===== src/rtl/buffer_pop_streamer.sv =====
// Drain stage for the push/pop buffer: issues pops, captures data_out into a 2-entry skid and
// re-emits it as a valid/ready stream framed into BURST_LEN-beat bursts. STREAMER_PARITY_EN adds m_parity.
module buffer_pop_streamer #(
  parameter int unsigned DATA_WIDTH = 8,
  parameter int unsigned BURST_LEN  = 4
) (
  input  logic                  clk,
  input  logic                  rst_n,
  input  logic                  start,
  input  logic                  stop,
  input  logic                  buf_is_empty,
  input  logic                  buf_push,
  input  logic                  buf_err,
  input  logic [DATA_WIDTH-1:0] buf_data_out,
  output logic                  buf_pop_en,
  output logic                  buf_pop,
  output logic                  m_valid,
  input  logic                  m_ready,
  output logic [DATA_WIDTH-1:0] m_data,
  output logic                  m_last,
  output logic                  busy,
  output logic                  err_seen
`ifdef STREAMER_PARITY_EN
  ,
  output logic                  m_parity
`endif
);

  localparam int unsigned BeatW = (BURST_LEN > 1) ? $clog2(BURST_LEN) : 1;
  localparam logic [BeatW-1:0] LastBeat = BeatW'(BURST_LEN - 1);

  typedef enum logic [1:0] {StIdle, StStream, StFlush} state_e;

  state_e state_q, state_d;

  logic                  inflight_q;
  logic [1:0]            count_q;
  logic                  rd_ptr_q;
  logic                  wr_ptr_q;
  logic [DATA_WIDTH-1:0] mem_q [2];
  logic [BeatW-1:0]      beat_q;
  logic                  err_seen_q;

  logic       skid_wr;
  logic       skid_rd;
  logic       pop;
  logic [1:0] occupancy;

  assign skid_wr = inflight_q;
  assign skid_rd = m_valid & m_ready;

  // A head word leaving this cycle frees its slot for the word a pop issued now lands in two
  // cycles later, which is what keeps back-to-back pops at one word per cycle.
  assign occupancy = count_q - {1'b0, skid_rd} + {1'b0, inflight_q};

  assign pop = (state_q == StStream) & ~buf_is_empty & ~buf_push & ~buf_err &
               (occupancy < 2'd2);

  // State register
  always_ff @(posedge clk) begin
    if (!rst_n) begin
      state_q <= StIdle;
    end else begin
      state_q <= state_d;
    end
  end

  // Next-state logic; stop takes priority over start
  always_comb begin
    state_d = state_q;
    case (state_q)
      StIdle: begin
        if (start && !stop) begin
          state_d = StStream;
        end
      end
      StStream: begin
        if (stop || buf_err) begin
          state_d = StFlush;
        end
      end
      StFlush: begin
        if (!inflight_q && (count_q == 2'd0)) begin
          state_d = StIdle;
        end
      end
      default: state_d = StIdle;
    endcase
  end

  // FSM outputs
  always_comb begin
    busy       = (state_q != StIdle);
    buf_pop    = pop;
    buf_pop_en = pop;
  end

  // Skid control, beat counter and sticky error
  always_ff @(posedge clk) begin
    if (!rst_n) begin
      inflight_q <= 1'b0;
      count_q    <= 2'd0;
      rd_ptr_q   <= 1'b0;
      wr_ptr_q   <= 1'b0;
      beat_q     <= '0;
      err_seen_q <= 1'b0;
    end else begin
      inflight_q <= pop;
      count_q    <= count_q + {1'b0, skid_wr} - {1'b0, skid_rd};
      if (skid_wr) begin
        wr_ptr_q <= ~wr_ptr_q;
      end
      if (skid_rd) begin
        rd_ptr_q <= ~rd_ptr_q;
        beat_q   <= (beat_q == LastBeat) ? '0 : beat_q + BeatW'(1);
      end
      if (buf_err) begin
        err_seen_q <= 1'b1;
      end
    end
  end

  // Storage needs no reset: entries are only observed while counted as occupied
  always_ff @(posedge clk) begin
    if (skid_wr) begin
      mem_q[wr_ptr_q] <= buf_data_out;
    end
  end

  assign m_valid  = (count_q != 2'd0);
  assign m_data   = m_valid ? mem_q[rd_ptr_q] : '0;
  assign m_last   = m_valid & (beat_q == LastBeat);
  assign err_seen = err_seen_q;

`ifdef STREAMER_PARITY_EN
  logic par_q [2];

  always_ff @(posedge clk) begin
    if (skid_wr) begin
      par_q[wr_ptr_q] <= ^buf_data_out;
    end
  end

  assign m_parity = m_valid & par_q[rd_ptr_q];
`endif

endmodule


===== config.mk =====
export PLATFORM = sky130hd
export DESIGN_NAME = buffer_pop_streamer
export DESIGN_NICKNAME = d
export VERILOG_FILES = /design/src/rtl/buffer_pop_streamer.sv
export SDC_FILE = /design/constraint.sdc
export NUM_CORES = 1
export LEC_CHECK = 0
export BUFFER_PORTS_ARGS = -buffer_cell sky130_fd_sc_hd__buf_2
export CORE_AREA = 2 2 53 55
export CTS_BUF_LIST = sky130_fd_sc_hd__clkbuf_4 sky130_fd_sc_hd__clkbuf_8 sky130_fd_sc_hd__clkbuf_16
export DETAILED_ROUTE_END_ITERATION = 6
export DIE_AREA = 0 0 55 57
export PLACE_DENSITY = 0.66
export SLEW_MARGIN = 20
export SYNTH_ARGS = -nofsm -noshare
export SYNTH_HDL_FRONTEND = slang
export SYNTH_SLANG_ARGS = --single-unit

===== constraint.sdc =====
create_clock -name clk -period 4.8 [get_ports clk]
set_clock_uncertainty 0.05 [all_clocks]
set_input_delay 0.96 -clock clk [delete_from_list [all_inputs] [get_ports clk]]
set_output_delay 0.96 -clock clk [all_outputs]
set_load 0.02 [all_outputs]

==> impl_results.md <==
- Finished Layout Cells: 145
- Initial Utilization: 42.25%
- Crit Path Class: in2out
- Pleak: 0.5579 nW
- Clk pin slew, worst setup/hold paths: 130 ps
- Nets@finish: 134
- Slew Limit Fails: 0
- Cell area after synthesis: 0.001105 mm2
- Worst vdd rail ir drop: 0.2398 mV
- Largest net degree at the start of global routing: 15
- #FFs+latches synth: 27
- Mapped Nets: 103
- Clock Power Share: 18.3%
- Net Sw Power: 0.1698 mW
- Post-Place Cells: 141
- Outcome: completed
- Vias in the first global route: 700
- Post-synth EDFFs: 16
- Remaining antenna violation count after routing: 0
- Clock latency on the worst-skew pair: 310 ps
- Total gr overflow: 0
- Synth async-reset ratio: 0%
- Remaining routing DRC violations: 0
- Buffer depth of the longest clock path: 2
- Share of layout cells above drive strength 1: 32.46%
- DRT Pass-1 Iters: 2
- Die area: 0.003135 mm2
- Initial antenna violation count: 0
- Slew Limit Headroom: 45.44%
- Die width: 55 um
- Final setup viols: 0
- Buffers & Inverters on Critical Path: 4
- Slew @ Worst Pin: 816.8 ps
- Vias: 707
- Finished Cell Area: 0.001303 mm2
- Cell count after synthesis: 84
- Post-CTS Resized: 0
- Hold buffer count at cts: 0
- Hold/Removal Path Class: reg2reg
- Post-synthesis area per instance: 13.15 um2
- Crit-path cells: buf_2, o21ai_1, inv_1, ha_1, inv_1, ha_1, xor3_1, nor4_2, buf_2
- CTS Buf Count: 3
- Crit path launch: m_ready
- Warnings, synthesis: 0
- Crit path DAT: 2820 ps
- # fillers: 274
- Number of cell rows: 19
- Top Ports: 30
- Seq. cell area: 700.7 um2
- Delay-heaviest family, CP: buffers and inverters
- Setup_tns: 0 ps
- CTS root buf: clkbuf_4
- Net Sw Frac: 31.80%
- Min-delay src: err_seen$_SDFFE_PN0P_
- Multi-input gate area: 369.1 um2
- Flop pwr share: 52.2%
- Routability cong.: 0.6699
- Element type at the critical path end: output port
- Maxcap violations: 0
- DRT Wirelength: 1834 um
- Die Ht: 57 um
- Fmax: 261.3 MHz
- Hpwl dp: 1353 um
- Core area: 0.002615 mm2
- Most frequent cells in the layout: 29 x buf_2, 16 x edfxtp_1, 11 x dfxtp_1
- P per Cell Area: 409.9 mW/mm2
- Crit. path cell count: 9
- Tcrit/Tclk final: 79.73%
- Commonest register cell after synthesis: edfxtp_1
- Vias/cell: 4.876
- Reg-to-reg startpoint: count_q[0]$_SDFF_PN0_
- Final core occ: 49.81%
- Clk sink count: 27
- Max stage delay on crit path: 420 ps
- Wire per inst: 12.65 um
- Count of final hold-check violations: 0
- H-tree levels: 1
- Worst-path fanout max: 5
- Placed Area: 0.001272 mm2
- Sequential area share after synthesis: 63.42%
- Antenna diodes: 0
- First-pass GRT wire length: 3022 um
- Setup bufs post-CTS: 0
- Gate power share: 29.5%
- PortBufs: 29
- Final Critical Period: 3827 ps
- Area grow syn2layout: 17.89%
- Hold Path Depth: 1
- Required time of the critical path: 3790 ps
- RSZ-0062 raised after global routing: no
- GRT Resource Usage Total: 13.72%
- Startpoint types: input pin
- Iter 0 DRT Violations: 5
- Most common cell after layout, fill and taps aside: buf_2
- CTS tree: done
- Final Hold Slack: 431.5 ps
- Slowest CP cell: xor3_1
- Synth unique cells: 25
- R2R depth: 8
- Pint: 0.3641 mW
==> cell type report <==
cell class / count / share of cell area, %
clock buffers: 4 / 2.305
inverters: 5 / 1.441
well taps: 31 / 2.978
multi-input cells: 49 / 28.34
flip-flops and latches: 27 / 53.79
repair buffers: 29 / 11.14
==> per-stage QoR <==
stage / total power, mW / worst slack, ps
after floorplan: 0.3916 / 938.9
after global placement: 0.4380 / 1115
after detailed placement: 0.4443 / 978.7
after CTS: 0.5433 / 971.4
after global routing: 0.5715 / 806.3
final: 0.5338 / 972.9
==> worst register-to-register path, stage by stage (launching register included) <==
cell	delay, ps
dfxtp_1	360
o21ai_1	350
inv_1	100
ha_1	300
inv_1	70
ha_1	140
xor3_1	420
nor4_2	300
and2_1	170
==> logic make-up (layout without fill, tap and decap cells) <==
group	after synthesis	in the layout	synth area share, %
buffers and inverters	8	38	3.171
XOR/XNOR	2	2	2.944
adder cells (fa/ha/maj)	3	3	3.398
AND/OR/NAND/NOR	28	28	14.50
flip-flops	27	27	63.42
AO/OA/AOI/OAI	7	7	4.415
multiplexers	9	9	8.154
==> power groups by stage <==
stage,logic [mW],registers (mW),clock network [mW]
floorplan,0.118,0.273,0
global placement,0.154,0.284,0
detailed placement,0.160,0.285,0
CTS,0.160,0.280,0.104
global route,0.179,0.283,0.110
finish,0.158,0.279,0.0977
==> path summary, 6_finish.rpt <==
path                                              end  slack (ps)
worst max-delay path                       buf_pop_en         970
worst max register to register  inflight_q$_SDFF_PN0_        2500
worst min-delay path            err_seen$_SDFFE_PN0P_         430
worst min register to register  err_seen$_SDFFE_PN0P_         430
==> routing by layer <==
metal	track usage (%)	vias to the layer above	wire length (um)
li1	-	351	-
met4	6.272	0	20
met2	23.81	23	956
met3	2.356	2	122
met1	15.94	331	735
met5	0	-	0
==> flip-flops by register name, summed over array words and instances (netlist names), named ones only <==
name,flops
mem_q,16
beat_q,2
count_q,2
state_q,2
err_seen,1
inflight_q,1
rd_ptr_q,1
wr_ptr_q,1
==> cells in the mapped netlist, types with 2 or more instances <==
library cell  instances  area share (%)
inv_1                 5             1.7
dfxtp_1              11              20
and2_1                6             3.4
edfxtp_1             16              43
o21a_1                2             1.4
or3_1                 2             1.1
mux2i_1               9             8.2
nor2b_1               4             2.3
ha_1                  3             3.4
a21boi_0              2             1.4
nor2_1               10             3.4
Power figures use the tool's default switching activity.
